### src/rtl/conv_encoder_framer.sv
// conv_encoder_framer
//   Rate-1/2, K=3 convolutional encoder (g0 = 111, g1 = 101) with frame
//   termination. It emits one 2-bit symbol per accepted data bit. At each
//   frame end it appends two zero-tail symbols, so the trellis returns to
//   state 00 at every frame boundary.
//
// Ports
//   clk        : clock, rising edge
//   reset      : asynchronous, active-low reset
//   in_bit     : serial data bit
//   in_valid   : in_bit is valid
//   in_last    : accepted bit is the last bit of a short frame
//   in_ready   : block takes in_bit this cycle
//   sym        : coded symbol {c0, c1}
//   sym_valid  : sym is valid
//   sym_last   : sym is the second (final) tail symbol of a frame
//   sym_ready  : sink takes sym this cycle
//   busy       : current frame not yet fully emitted
module conv_encoder_framer #(
  parameter int FRAME_LEN = 32,
  parameter int CNT_W     = 6
) (
  input  logic       clk,
  input  logic       reset,
  input  logic       in_bit,
  input  logic       in_valid,
  input  logic       in_last,
  output logic       in_ready,
  output logic [1:0] sym,
  output logic       sym_valid,
  output logic       sym_last,
  input  logic       sym_ready,
  output logic       busy
);

  localparam logic [0:0] ST_DATA = 1'b0;
  localparam logic [0:0] ST_TAIL = 1'b1;

  logic [0:0]       state;
  logic [1:0]       enc_s;    // {s1, s0}: previous input bit, bit before it
  logic [CNT_W-1:0] cnt;      // data bits accepted in the current frame
  logic             tcnt;     // tail symbols already emitted

  logic can_load;
  logic accept;
  logic tail_load;
  logic load;
  logic d;
  logic frame_end;

  // The output register may take a new symbol when it is empty or draining.
  assign can_load  = !sym_valid | sym_ready;
  // Gating with reset keeps in_ready low for the whole time reset is held,
  // even though the FSM already sits in DATA with an empty output register.
  assign in_ready  = reset & (state == ST_DATA) & can_load;
  assign accept    = in_valid & in_ready;
  assign tail_load = (state == ST_TAIL) & can_load;
  assign load      = accept | tail_load;
  // Tail symbols encode d = 0, which flushes the shift register to 00.
  assign d         = accept & in_bit;
  // The FRAME_LEN-th bit ends the frame whether or not in_last is set, so
  // in_last on that bit cannot produce a second tail.
  assign frame_end = in_last | (cnt == CNT_W'(FRAME_LEN - 1));
  assign busy      = (state == ST_TAIL) | sym_valid | (cnt != '0);

  // Frame control: data-bit count, tail count, DATA/TAIL state.
  // NOTE: sequential state is assigned with <= so every flop samples the
  // pre-edge values of its neighbours, independent of statement order.
  always_ff @(posedge clk or negedge reset) begin
    if (!reset) begin
      state <= ST_DATA;
      cnt   <= '0;
      tcnt  <= 1'b0;
    end else begin
      if (accept) begin
        if (frame_end) begin
          state <= ST_TAIL;
        end else begin
          cnt <= cnt + CNT_W'(1);
        end
      end
      if (tail_load) begin
        if (tcnt) begin
          state <= ST_DATA;
          cnt   <= '0;
          tcnt  <= 1'b0;
        end else begin
          tcnt  <= 1'b1;
        end
      end
    end
  end

  // Encoder shift register and output register. Both advance only on a load,
  // so a stall freezes the trellis state with the symbol that is held.
  always_ff @(posedge clk or negedge reset) begin
    if (!reset) begin
      enc_s     <= 2'b00;
      sym       <= 2'b00;
      sym_valid <= 1'b0;
      sym_last  <= 1'b0;
    end else if (load) begin
      sym       <= {d ^ enc_s[1] ^ enc_s[0], d ^ enc_s[0]};
      sym_valid <= 1'b1;
      sym_last  <= tail_load & tcnt;
      enc_s     <= {d, enc_s[1]};
    end else if (sym_ready) begin
      sym_valid <= 1'b0;
      sym_last  <= 1'b0;
    end
  end

endmodule

### config.mk
export PLATFORM = sky130hd
export DESIGN_NAME = conv_encoder_framer
export DESIGN_NICKNAME = d
export VERILOG_FILES = /design/src/rtl/conv_encoder_framer.sv
export SDC_FILE = /design/constraint.sdc
export NUM_CORES = 1
export LEC_CHECK = 0
export ABC_AREA = 1
export CORE_MARGIN = 2
export CORE_UTILIZATION = 54
export CTS_BUF_LIST = sky130_fd_sc_hd__clkbuf_16
export DETAILED_ROUTE_END_ITERATION = 6
export HOLD_SLACK_MARGIN = 0.05
export PLACE_DENSITY = 0.83
export RECOVER_POWER = 100
export SKIP_CTS_REPAIR_TIMING = 1
export SYNTH_ARGS = -nofsm -noshare
export SYNTH_HDL_FRONTEND = slang
export SYNTH_SLANG_ARGS = --single-unit
### constraint.sdc
create_clock -name clk -period 3.55 [get_ports clk]
set_input_delay 0.8875 -clock clk [delete_from_list [all_inputs] [get_ports clk]]
set_output_delay 0.8875 -clock clk [all_outputs]
set_load 0.01 [all_outputs]
==> impl_metrics.ini <==
[floorplan]
core_area_sq_um = 1320
die_h_um = 41.6
die_area_sq_um = 1730
dieWidth_um = 41.6
rows = 13
start_util_pct = 58.0
io_pins = 12

[drt]
wire_per_inst_um = 12.4
wl_um = 1620
drc = 0
drt_iter0_markers = 14
num_vias = 659
ant_nets = 0
dr.pass1.iters = 4
viasPerCell = 5.07

[final_layout]
ff_latch_area_sq_um = 350
multi_input_area_sq_um = 322
fin_nets = 124
diodes = 0
n_fill_cell = 94
final_area_sq_um = 956
drive_gt1_share_pct = 5.22
synthToLayoutAreaGrowth_pct = 25.0

[critical_path]
crit_path_frequent_cell = dlygate4sd3_1
critPathLaunchType = input pin
r2r_slack_ns = 2.01
path_max_fanout = 2
cp-end-kind = primary output
reg2reg_from = cnt[0]
arrival_ns = 2.28
reg2reg_to = cnt[0]
cp_cell_sequence = dlygate4sd3_1 -> nand2_1 -> nor2_1 -> dlygate4sd3_1
crit_path_top_delay_cell = dlygate4sd3_1
cpPeakStageDelay_ns = 0.64
r2r_cells = 7
cp.required_ns = 2.66
worstSetupPathType = in -> out

[sta]
worstMarginPinSlew_ns = 0.812
rsz0062_at_grt = no
post-route-period-util_pct = 89.2
hold_viol = 0
min_period_ns = 3.17
setup_viol = 0
finClkSkew_ns = 0.00146
finalSetupTns_ns = 0
drv_slew = 0
fmax_mhz = 316
slew-limit-headroom_pct = 45.9

[placement]
hpwl_um = 1150
place_area_sq_um = 901
port_buffers = 11
routabilityCongestion = 0.856

[pwr]
p_per_area_nw_per_um2 = 789
leakagePower_nw = 0.473
peakVddDrop_mv = 0.439

[global_route]
grt_pass1_vias = 661
antenna_found_initial = 0
grt_max_degree = 16
grt_pass1_wl_um = 2880
grt_usage_pct = 21.8
grt_overflow_total = 0

[clock_tree]
cts_root_buf = clkbuf_16
cts_sinks = 14
clk_latency_ns = 0.24
h-tree-depth = 1
cts_buffer_depth = 2
cts_tree = yes
clk_pin_slew_ns = 0.05
cts_made_buffers = 3

[synth]
yosys.area.top_type_share_pct = 45.8
synth_seq_cells = 14
syn_inst = 99
yosysWarnings = 0
syn-num-nets = 107
yosysSeqAreaShare_pct = 45.8
synth.distinct_cells = 17
syn-cell-area_sq_um = 764
synth.avg_cell_area_sq_um = 7.72
synth_top_cell_by_area = dfrtp_1
synth_area_leaders = dfrtp_1 (46%), inv_1 (8.3%), nor2_1 (7.9%), nand2_1 (7.4%), nand3_1 (4.6%)

[worst_hold_path]
holdPathEnd = enc_s[0]
min_path_cells = 1
hp-start = enc_s[0]
hp-class = reg -> reg

[run_status]
status = finished clean

[job]
cap_violations = 0
report_power, final:
| part | total (mW) | switching (mW) | internal [mW] |
|---|---|---|---|
| Combinational | 0.274 | 0.156 | 0.119 |
| Sequential | 0.264 | 0.0455 | 0.219 |
| Clock | 0.216 | 0.0666 | 0.149 |
stage by stage:
stage          power [mW]  utilization (%)  worst slack, ns  hold slack, ns  std cells
2_1_floorplan       0.442                -             1.53           0.462         99
3_3_place_gp        0.550             68.4            0.513           0.477        126
3_5_place_dp        0.565             68.4            0.510           0.502        126
4_1_cts             0.782             74.4            0.499           0.512        130
5_1_grt             0.805             72.6            0.261           0.528        130
6_report            0.754             72.6            0.384           0.512        130
sequential cells by signal, summed over array words and instances, names as in the netlist:
name / flops
tcnt: 1
sym: 2
cnt: 6
sym_valid: 1
state: 1
enc_s: 2
sym_last: 1
worst max-delay path by stage:
stage	start	endpoint	slack (ns)	cells past startpoint
6_report	reset	in_ready	0.38	4
5_1_grt	reset	sym[1]	0.26	10
4_1_cts	reset	in_ready	0.50	4
3_5_place_dp	reset	in_ready	0.51	4
3_3_place_gp	reset	in_ready	0.51	4
2_1_floorplan	reset	in_ready	1.53	2
area by class of cell:
cell class	count	area share (%)
clock inverter	1	0.393
inverter	19	7.59
tap	15	1.96
multi-input combinational	66	33.6
timing repair buffer	12	11.9
clock buffer	3	7.85
sequential	14	36.6
cell families (layout without fill, tap and decap cells):
| family | after synthesis | count (layout) | synth area share (%) |
|---|---|---|---|
| flops | 14 | 14 | 45.8 |
| compound gates | 13 | 13 | 9.16 |
| simple gates | 51 | 51 | 32.2 |
| fa+ha+maj | 2 | 2 | 3.27 |
| buf+inv | 19 | 35 | 9.49 |
synth_stat cells (all sizes together):
library cell,instances
nor4,1
dfrtp,14
nand3,8
o21ai,7
nand2,18
ha,2
a21oi,4
o21a,2
nor2,19
nand4,5
inv,17
clkinv,2
per-layer routing:
metal  track usage (%)  vias up  wire, um
li1                  -      346         -
met1              29.8      294       795
met2              33.8       14       729
met3              3.91        5        50
met4              9.68        0        40
met5                 0        -         0
worst max-delay path, delay by kind of cell:
family	cells	cell delay [ns]
buf+inv	2	1.19
simple gates	2	0.20
layout by cell type, fill, tap and decap left out, drive strengths merged:
cell type,Yosys,routed
a21oi,4,4
clkbuf,0,4
clkdlybuf4s50,0,4
clkinv,2,3
dfrtp,14,14
dlygate4sd3,0,7
ha,2,2
inv,17,17
nand2,18,18
nand3,8,8
nand4,5,5
nor2,19,19
nor4,1,1
o21a,2,2
o21ai,7,7
(Power assumes the default switching activity.)
